File: src/rtl/rs_pkg.sv
// Shared definitions for the reservation-station issue unit: entry field
// positions, FSM state encoding and width constants.
package rs_pkg;

    localparam int RS_DATA_W = 144;
    localparam int RS_TAG_W  = 32;
    localparam int RS_WORD_W = 32;
    localparam int RS_OP_W   = 8;
    localparam int RS_DEST_W = 5;

    localparam int OP_MSB    = 143;
    localparam int OP_LSB    = 136;
    localparam int TAG_MSB   = 135;
    localparam int TAG_LSB   = 104;
    localparam int SRCA_MSB  = 103;
    localparam int SRCA_LSB  = 72;
    localparam int SRCB_MSB  = 71;
    localparam int SRCB_LSB  = 40;
    localparam int IMM_MSB   = 39;
    localparam int IMM_LSB   = 8;
    localparam int DEST_MSB  = 7;
    localparam int DEST_LSB  = 3;
    localparam int FLAGA_BIT = 2;
    localparam int FLAGB_BIT = 1;
    localparam int VALID_BIT = 0;

    typedef enum logic [1:0] {
        IDLE  = 2'd0,
        WAIT  = 2'd1,
        ISSUE = 2'd2
    } rs_state_e;

endpackage

File: src/rtl/rs_operand_wakeup.sv
// Single-operand CDB snoop: a pending operand whose producer tag matches the
// broadcast captures the broadcast data and becomes ready.
module rs_operand_wakeup #(
    parameter int TAG_WIDTH  = 32,
    parameter int WORD_WIDTH = 32
) (
    input  logic                  cdb_valid,
    input  logic [TAG_WIDTH-1:0]  cdb_tag,
    input  logic [WORD_WIDTH-1:0] cdb_data,
    input  logic [WORD_WIDTH-1:0] src,
    input  logic                  flag,
    output logic [WORD_WIDTH-1:0] src_woken,
    output logic                  flag_woken
);

    logic hit;

    // While pending, the low TAG_WIDTH bits of the source field carry the producer tag.
    assign hit        = cdb_valid && !flag && (src[TAG_WIDTH-1:0] == cdb_tag);
    assign src_woken  = hit ? cdb_data : src;
    assign flag_woken = flag | hit;

endmodule

File: src/rtl/rs_issue_unit.sv
// Reservation-station read side: pops the head entry, wakes operands off the
// CDB and issues to one FU. Optional macro RS_ISSUE_CDB_BYPASS_EN.
module rs_issue_unit
    import rs_pkg::*;
#(
    parameter int DATA_WIDTH = 144,
    parameter int TAG_WIDTH  = 32,
    parameter int WORD_WIDTH = 32,
    parameter int CNT_WIDTH  = 16
) (
    input  logic                  RSRCLK,
    input  logic                  Reset,
    input  logic [DATA_WIDTH-1:0] RSHeadElement,
    input  logic                  RSBufEmpty,
    output logic                  RSRE,
    input  logic                  CDBValid,
    input  logic [TAG_WIDTH-1:0]  CDBTag,
    input  logic [WORD_WIDTH-1:0] CDBData,
    input  logic                  Branch,
    input  logic [TAG_WIDTH-1:0]  BranchTag,
    output logic                  FUValid,
    input  logic                  FUReady,
    output logic [RS_OP_W-1:0]    FUOp,
    output logic [TAG_WIDTH-1:0]  FUTag,
    output logic [WORD_WIDTH-1:0] FUDataA,
    output logic [WORD_WIDTH-1:0] FUDataB,
    output logic [WORD_WIDTH-1:0] FUImm,
    output logic [RS_DEST_W-1:0]  FUDest,
    output logic [CNT_WIDTH-1:0]  IssueCount
);

    rs_state_e             state, state_next;
    logic [DATA_WIDTH-1:0] hold, src_entry, woken;
    logic [WORD_WIDTH-1:0] a_woken, b_woken;
    logic                  a_flag, b_flag;
    logic                  load, squash, count_inc, wait_ready;
    logic [CNT_WIDTH-1:0]  count;

    // A held entry younger than the mispredicted branch is discarded.
    assign squash = Branch && (state != IDLE) && (hold[TAG_MSB:TAG_LSB] > BranchTag);

    assign load = !RSBufEmpty && !Branch &&
                  ((state == IDLE) || ((state == ISSUE) && FUReady));
    assign count_inc = (state == ISSUE) && FUReady && !squash;
    assign RSRE = load && !Reset;

    // Wakeup operates on the entry being loaded, otherwise on the held one.
    assign src_entry = load ? RSHeadElement : hold;

    rs_operand_wakeup #(.TAG_WIDTH(TAG_WIDTH), .WORD_WIDTH(WORD_WIDTH)) u_wake_a (
        .cdb_valid (CDBValid),
        .cdb_tag   (CDBTag),
        .cdb_data  (CDBData),
        .src       (src_entry[SRCA_MSB:SRCA_LSB]),
        .flag      (src_entry[FLAGA_BIT]),
        .src_woken (a_woken),
        .flag_woken(a_flag)
    );

    rs_operand_wakeup #(.TAG_WIDTH(TAG_WIDTH), .WORD_WIDTH(WORD_WIDTH)) u_wake_b (
        .cdb_valid (CDBValid),
        .cdb_tag   (CDBTag),
        .cdb_data  (CDBData),
        .src       (src_entry[SRCB_MSB:SRCB_LSB]),
        .flag      (src_entry[FLAGB_BIT]),
        .src_woken (b_woken),
        .flag_woken(b_flag)
    );

    always_comb begin
        woken                     = src_entry;
        woken[SRCA_MSB:SRCA_LSB]  = a_woken;
        woken[FLAGA_BIT]          = a_flag;
        woken[SRCB_MSB:SRCB_LSB]  = b_woken;
        woken[FLAGB_BIT]          = b_flag;
    end

`ifdef RS_ISSUE_CDB_BYPASS_EN
    assign wait_ready = a_flag && b_flag;
`else
    assign wait_ready = hold[FLAGA_BIT] && hold[FLAGB_BIT];
`endif

    always_comb begin
        state_next = state;
        case (state)
            IDLE:    state_next = IDLE;
            WAIT:    if (squash) state_next = IDLE;
                     else if (wait_ready) state_next = ISSUE;
            ISSUE:   if (squash || FUReady) state_next = IDLE;
            default: state_next = IDLE;
        endcase
        if (load) state_next = (a_flag && b_flag) ? ISSUE : WAIT;
    end

    always_ff @(posedge RSRCLK or posedge Reset) begin
        if (Reset) begin
            state <= IDLE;
            hold  <= '0;
            count <= '0;
        end else begin
            state <= state_next;
            hold  <= woken;
            if (count_inc) count <= count + CNT_WIDTH'(1);
        end
    end

    assign FUValid    = (state == ISSUE);
    assign FUOp       = hold[OP_MSB:OP_LSB];
    assign FUTag      = hold[TAG_MSB:TAG_LSB];
    assign FUDataA    = hold[SRCA_MSB:SRCA_LSB];
    assign FUDataB    = hold[SRCB_MSB:SRCB_LSB];
    assign FUImm      = hold[IMM_MSB:IMM_LSB];
    assign FUDest     = hold[DEST_MSB:DEST_LSB];
    assign IssueCount = count;

endmodule

File: config.mk
export PLATFORM = sky130hd
export DESIGN_NAME = rs_issue_unit
export DESIGN_NICKNAME = d
export VERILOG_FILES = /design/src/rtl/rs_pkg.sv /design/src/rtl/rs_operand_wakeup.sv /design/src/rtl/rs_issue_unit.sv
export SDC_FILE = /design/constraint.sdc
export NUM_CORES = 1
export LEC_CHECK = 0
export BUFFER_PORTS_ARGS = -buffer_cell sky130_fd_sc_hd__buf_2
export CORE_AREA = 2 2 157 159
export CTS_CLUSTER_DIAMETER = 30
export DETAILED_ROUTE_END_ITERATION = 7
export DIE_AREA = 0 0 159 161
export MAX_ROUTING_LAYER = met4
export PLACE_DENSITY = 0.69
export SLEW_MARGIN = 20
export SYNTH_ARGS = -nofsm -noshare
export SYNTH_HDL_FRONTEND = slang
export SYNTH_HIERARCHICAL = 1
export SYNTH_SLANG_ARGS = --single-unit
File: constraint.sdc
create_clock -name RSRCLK -period 7.25 [get_ports RSRCLK]
set_input_delay 1.45 -clock RSRCLK [delete_from_list [all_inputs] [get_ports RSRCLK]]
set_output_delay 1.45 -clock RSRCLK [all_outputs]
set_load 0.05 [all_outputs]
==> run summary, run 1 <==
The run gives 24000 um2 as the area of the placeable core. The slowest stage of the critical path belongs to the cell or4_4. Ranked by total cell area, the synthesized netlist is headed by dfrtp_1, nand2_1, buf_4. The fraction of synthesized cell area taken by the top area cell type is 0.416, and the final-layout setup total negative slack is 0 ps. The tools report the worst reg2reg path startpoint as state[0].

In this run the number of cells on the critical path is 10. The initial antenna violation count was 5. The required time reported for the critical path endpoint came out at 7550 ps. For the worst-skew pair, the clock arrives at the later sink with an insertion delay of 420 ps. Sink of the worst hold path: hold[37]. Register-to-register setup slack: 2920 ps. Among all flip-flop cells after synthesis, the most frequent one is dfrtp_1. The count of nets left with antenna violations once routing finished came out at 0. The total buffers and inverters traversed by the critical path works out to 2. In this run the tool buffered the top-level ports with 403 buffer cells. From synthesis to final layout, the design area changed by 19.2%. The final cell count without fillers is 1687, and the post-synthesis instance area is 9680 um2. The worst register-to-register path ends at hold[90]. The via count of the first global-routing pass is 8007, and the clock tree skew after final layout is 12.9 ps.

The signal on the critical path passes through buf_2, or4_4, nand2_1, nand2_1, xor2_1, nor4_1, nand4_1, nor3_4, buf_4, mux2_2. Along the worst path, the maximum fanout reaches 61. The fraction of final layout cells sized beyond drive strength 1 came out at 0.390.

After clock tree synthesis, the clock-pin slew on the worst setup and hold paths is 70 ps. The largest single stage delay on the critical path is 830 ps. The total number of nets in the final design was 1624; the per-instance average area after synthesis was 8.83 um2.

The slew at the pin closest to its max-slew limit works out to 907 ps. Yosys mapped a number of flops with a built-in enable equal to 0. The worst setup path is captured at a register. The detailed-route wire length per cell works out to 16.6 um. The final worst-path cycle share works out to 0.686. The first global-routing pass estimated 43.5 mm of wire. The number of different library cells used by synthesis comes to 48.

The area of the die was 25600 um2; the final-layout worst hold slack was 469 ps. Initial core utilization: 0.404. Setup repair after global routing left no endpoint under its margin.

Yosys printed 6 warnings. The tools report the count of cells resized by post-cts repair as 0. Grouping stages by cell kind, the critical path spends the most delay in simple AND/OR/NAND/NOR gates. The detailed router finished its first iteration with 535 violations. Power spread over the standard cell area amounts to 491 nW/um2. The maximum count of clock buffers along a single path was 2. Ranked by instance count, the synthesized netlist is headed by nand2_1, dfrtp_1, buf_4. The max-slew violation count was 0; the remaining max-slew budget at the tightest pin was 0.395. The die is 161 um tall.

Sequential-to-total area share from yosys stat: 0.416. The final layout contains routed wiring with a total length of 28.0 mm. The length in cells of the worst reg-to-reg path is 9. The die width works out to 159 um.

The number of setup buffers added after CTS came out at 0. Setup violations remaining at the end of the flow were counted as 0. 405 I/O pins were placed.

The run gives 4 as the level count of the clock H-tree. Derived from the worst setup path, the maximum achievable clock frequency is 0.201 GHz. The total chip power is 0.00567 W. The total of flip-flops plus latches after synthesis is 161. Clock tree synthesis inserted a total of 17 buffers. The biggest area contributor in the post-synthesis netlist is dfrtp_1. The routed via count divided by cell count was 4.72; the share of flip-flops with an asynchronous set or reset after synthesis was 1.00. Among all cell types in the netlist, the one instantiated most often is nand2_1. Counting tap cells, the placed design contains a total of 1650 instances. The logs give 0 for the hold buffer count at cts and 5280 ps for the arrival time of the worst setup path. The logs give 161 for the number of sinks driven by the clock tree and 21.1 mm for the HPWL after detailed placement.

TritonCTS built the clock tree. The remaining global-route overflow was 0; the remaining design rule violation count was 0. For the leakage power, the log shows 6.57 nW. In this run the clock root is driven by a clkbuf_16. The initialized floorplan defines 57 standard-cell rows.

The depth of the worst hold-timing path came out at 2. Counting stages on the worst path, the most repeated cell is nand2_1. The logs give 0 for the count of final hold-check violations and 0 for the number of maximum-capacitance violations.

The category of the critical setup timing path was in2reg. Routability-driven placement finished with a final weighted congestion of 0.894. The worst hold path startpoint was hold[37].

The number of nets in the synthesized netlist is 1375. STA classifies the critical path startpoint as an input pin. For this block, the via count after detailed routing is 7966. Number of filler cells placed in the layout: 2346.

The global router's overall resource usage came out at 0.224. The first detailed-routing pass ran for 5 iterations. The tightest min-delay check is of the reg2reg type.

In the synthesized netlist, the number of instances is 1096. Across the VDD grid, the largest voltage drop is 0.274 mV. The time the worst path needs with I/O delays and setup was 4980 ps.

The pin count of the biggest net entering global routing was 97. The flow ran to the end, and the final reports show no timing, DRC or antenna violations.
worst min-delay path, cell delays in order (launching register included):
cell,delay [ps]
dfrtp_1,340
nand2_1,50
nand2_1,50
worst max path at each step:
| stage | start | endpoint | slack, ps |
|---|---|---|---|
| after global placement | Branch | hold[95] | 1880 |
| after global routing | Branch | hold[90] | 2150 |
| final | Branch | hold[90] | 2270 |
| after floorplan | Reset | IssueCount[0] | 1450 |
| after CTS | Branch | hold[90] | 2300 |
| after detailed placement | Branch | hold[95] | 1840 |
stage by stage:
step                instance area [um2]  setup slack [ps]   util
finish                            11500              2270  0.482
global route                      11500              2150  0.482
CTS                               11500              2300  0.481
detailed placement                10900              1840  0.456
global placement                  10900              1880  0.456
floorplan                          9680              1450      -
layer usage:
| metal | track usage | part of all wire | up-vias |
|---|---|---|---|
| li1 | - | - | 3869 |
| met1 | 0.297 | 0.45 | 3779 |
| met2 | 0.345 | 0.47 | 279 |
| met3 | 0.0426 | 0.055 | 39 |
| met4 | 0.0760 | 0.020 | 0 |
| met5 | - | 0 | - |
state kept, by name (all words and copies together) (netlist names):
register and cells:
hold 143, state 2, IssueCount 16
cell type report:
class	count	area, um2	share of cell area
clock inverters	15	189	0.0164
multi-input cells	720	4260	0.369
clock buffers	17	425	0.0369
flip-flops and latches	161	4030	0.349
well taps	324	405	0.0351
repair buffers	411	2090	0.181
diodes	5	12.5	0.00108
inverters	34	133	0.0115
cell families after synthesis:
| logic type | count (synthesis) | synth area share |
|---|---|---|
| AND/OR/NAND/NOR | 512 | 0.226 |
| flip-flops | 161 | 0.416 |
| adder cells (fa/ha/maj) | 33 | 0.0426 |
| buffers and inverters | 215 | 0.145 |
| multiplexers | 65 | 0.0760 |
| AO/OA/AOI/OAI | 31 | 0.0227 |
| XOR/XNOR | 79 | 0.0715 |
power breakdown:
group / switching [W] / leakage, nW / internal, W
combinational: 0.00236 / 4.25 / 0.000819
clock: 0.000460 / 0.298 / 0.000472
sequential: 0.000257 / 2.02 / 0.00130
cells in the final DEF, fill, tap and decap left out, types with 3 or more instances in the layout:
cell type	instances
a21o_1	4
mux2_1	4
xnor2_1	17
and3_1	8
nand3_2	9
dfrtp_1	161
buf_4	7
mux2_2	60
nor3_1	3
ha_1	33
nand3_1	11
a21oi_1	13
inv_1	33
inv_6	3
nand4_1	12
diode_2	5
clkbuf_16	17
inv_8	5
buf_2	403
nor4_1	15
clkinv_8	6
xor2_1	62
nor2_1	4
nand2_1	433
Power figures use the tool's default switching activity.
==> run 2: changes to the inputs <==
- ABC_AREA: default -> 1
- CORE_AREA: 2 2 157 159 -> default
- CORE_MARGIN: default -> 2
- CORE_UTILIZATION: default -> 46
- DIE_AREA: 0 0 159 161 -> default
- PLACE_DENSITY: 0.69 -> 0.78
- clock period: 7.25 -> 4.53 ns (I/O delays scaled with it)
==> run 2 against run 1 <==
First-iteration DRC count up 23%. Clock power grew 64%. Routed wire length up 18%. Area after synthesis up 13%. Global-route usage increased by 3.9 points. Non-clock buffer count grew 4. Design area rose by 11%. Worst setup slack worse by 1200 ps. Critical path type unchanged. Critical endpoint is now state[1]. Largest cell class unchanged.
==> run summary, run 2 <==
The fraction of synthesized cell area taken by the top area cell type came out at 0.367. The number of flops mapped to enable cells by yosys was 0. The portion of total power attributed to the clock network was 0.195; the number of buffer cells added on primary ports was 403.

Hold is met by 478 ps. For the level count of the clock H-tree, the log shows 4. Setup repair after global routing left no endpoint under its margin. The post-detailed-routing wire length came out at 32.9 mm. The hold buffer count at cts is 0, and the fraction of final layout cells sized beyond drive strength 1 is 0.254.

In the post-route analysis, the smallest setup slack over all paths is 1090 ps. From synthesis to final layout, the design area changed by 16.5%. The library cell used most frequently in the layout, excluding fill and tap cells, is nand2_1. Detailed-route wire length per cell: 14.8 um.

Counting every instance in the synthesized netlist gives 1639. The final worst-path cycle share is 0.758, and the wire length of the first global-routing pass is 49.6 mm. The share of flip-flops with an asynchronous set or reset after synthesis was 1.00; the DRC marker count from the first detailed-route iteration was 660. Pin count of the biggest net entering global routing: 162. For the area after detailed placement, the log shows 12100 um2. Max-slew violation count: 0. TritonCTS built the clock tree. By area the synthesized netlist is led by dfrtp_1, nand2_1, buf_4. The run gives 5 as the number of iterations in the first detailed-routing pass.

Initial core utilization: 0.468. The flow ran to the end, and the final reports show no timing, DRC or antenna violations. The tools report the total number of nets in the final design as 2159.

The logs give 4030 um2 for the sequential cell area in the final layout and 6 for the count of synthesis-stage warnings from yosys. The post-synthesis instance area was 11000 um2. By count the netlist is led by nand2_1, inv_1, dfrtp_1. The final antenna-violating net count is 0, and the maximum count of clock buffers along a single path is 2.

The remaining global-route overflow is 0. During I/O placement, the number of pins put on the boundary was 405. For the worst setup path, the data required time is 4890 ps. The flip-flop cell with the highest count after synthesis is dfrtp_1.

Clock-pin slew was measured on the worst setup and hold paths at 80 ps. On the final layout, the worst clock skew is 14.1 ps. The largest area contributor in the synthesized netlist is dfrtp_1. The wire-length estimate of the detail-placed layout is 24.5 mm. Number of maximum-capacitance violations: 0. The cell with the most instances on the worst path was nand2_1. The routed via count divided by cell count was 4.72.

Category of the critical setup timing path: in2reg. The run gives 0.367 as the sequential-to-total area share from yosys stat. Summed over all nets, the switching power comes to 0.00412 W.

Switching part of the total: 0.525. For the number of core rows, the log shows 56. The count of final hold-check violations is 0. The logs give 0.263 for the global router's overall resource usage and 666 ps for the setup slack after placement. The initial antenna violation count was 7. Along the worst path, the maximum fanout reaches 37. The clock drives 161 sinks.

Post-CTS timing repair inserted 0 buffers for setup. In the final layout, the multi-input gates occupy 4890 um2. The tools report the via count of the first global-routing pass as 9999. The detailed router placed 10500 vias in this run. The number of filler cells placed in the layout is 2342. The logs give 1918 for the number of nets in the synthesized netlist and 23400 um2 for the area of the placeable core.

The register with the most flip-flops in the layout has 143 of them. For the pin with the worst max-slew slack, the measured transition is 1020 ps. Walking the worst path, the cells encountered are buf_2, inv_1, a21oi_2, nand3_4, inv_4, buf_4, nand2_1, nand2_1, inv_1, nand2_1, nand2_1, nor2_2, nand3_1, nor2_1, nand3_4, nand2_1, nand3_1, nand2_1, nand2_1, nand2_1. The proportion of power drawn by combinational gates is 0.521, and the height of the die is 158 um. For the number of distinct library cells after synthesis, the log shows 28.

The slowest stage of the critical path is the nand3_4 cell. The congestion estimate from routability-driven global placement came to 0.895. The clock latency at the later pin of the worst-skew pair is 430 ps, and the time the worst path needs with I/O delays and setup is 3440 ps. For this run, design rule violations remaining after detail routing come to 0. The total CTS buffers came out at 17. The tools report the element type at the critical path end as a register. Yosys instantiated no cell more often than nand2_1.

The tools report the arrival time of the worst setup path as 3790 ps. Critical path startpoint category: an input pin. The internal power of the cells totals 0.00372 W. In this design, the stage delay of the slowest critical-path cell is 350 ps. IR analysis of the VDD net gives a maximum drop of 0.321 mV.

In this run the clock root is driven by a clkbuf_16. The top cell types in the final layout, fill and taps aside, are nand2_1, buf_2, inv_1. Derived from the worst setup path, the maximum achievable clock frequency is 0.291 GHz. The power density over cell area is 614 nW/um2. Post-route cell area: 12800 um2. The tools report the area of the die as 25100 um2. The total of flip-flops plus latches after synthesis came out at 161. The leakage power came out at 7.90 nW. Dividing the synthesized area by the synthesized cell count gives 6.69 um2.

Post-CTS repair changed the size of 0 cells. In the final timing run, aggregate negative setup slack is 0 ps. For the remaining max-slew budget at the tightest pin, the log shows 0.322.

Ranked by flip-flop count, first place goes to hold. Setup violations remaining at the end of the flow were counted as 0. The min-delay analysis places its worst path in the category reg2reg.

The die width was 158 um. The sequential share of power was 0.284.
==> run 2: power by group through the flow <==
stage | clock, W | combinational (W) | sequential (W)
after floorplan | 0 | 0.00367 | 0.00227
after global routing | 0.00162 | 0.00444 | 0.00228
final | 0.00153 | 0.00408 | 0.00223
after global placement | 0 | 0.00401 | 0.00223
after detailed placement | 0 | 0.00408 | 0.00224
after CTS | 0.00156 | 0.00409 | 0.00222
==> run 2: area by class of cell <==
cell class,instances,share of cell area
Multi-Input combinational cell,1114,0.383
Sequential cell,161,0.315
Timing Repair Buffer,415,0.170
Inverter,171,0.0507
Clock buffer,17,0.0333
Tap cell,319,0.0312
Clock inverter,15,0.0149
Antenna cell,7,0.00137
==> run 2: layer usage <==
layer	up-vias	wire length [um]	GRT usage
met5	-	0	-
met3	50	2640	0.0533
met1	4741	13000	0.296
met4	0	741	0.0987
li1	5260	-	-
met2	422	16500	0.462
==> run 2: cells by family (layout without fill, tap and decap cells) <==
group,after synthesis,after routing,share of synthesized area
flops,161,161,0.367
simple gates,1026,1026,0.373
compound gates,29,29,0.0140
buf+inv,364,618,0.187
xor+xnor,26,26,0.0208
other cells,0,7,0
fa+ha+maj,33,33,0.0377
==> run 2: worst paths after layout <==
kind,end,startpoint,slack (ps),depth (start not counted)
min,hold[32],hold[32],480,2
min in group asynchronous,hold[100],Reset,650,3
min reg2reg,hold[32],hold[32],480,2
max in group asynchronous,hold[67],Reset,3030,3
max,state[1],FUReady,1090,20
max reg2reg,state[1],state[1],1320,18
==> run 2: critical path, delay by kind of cell <==
family | cells | cell delay (ps)
simple gates | 14 | 1820
buf+inv | 5 | 890
compound gates | 1 | 160
==> run 2: stage by stage <==
stage / std cells / utilization / total power [W]
finish: 2219 / 0.546 / 0.00784
global route: 2219 / 0.546 / 0.00834
CTS: 2212 / 0.545 / 0.00787
detailed placement: 2180 / 0.519 / 0.00633
global placement: 2180 / 0.519 / 0.00624
floorplan: 1639 / - / 0.00594
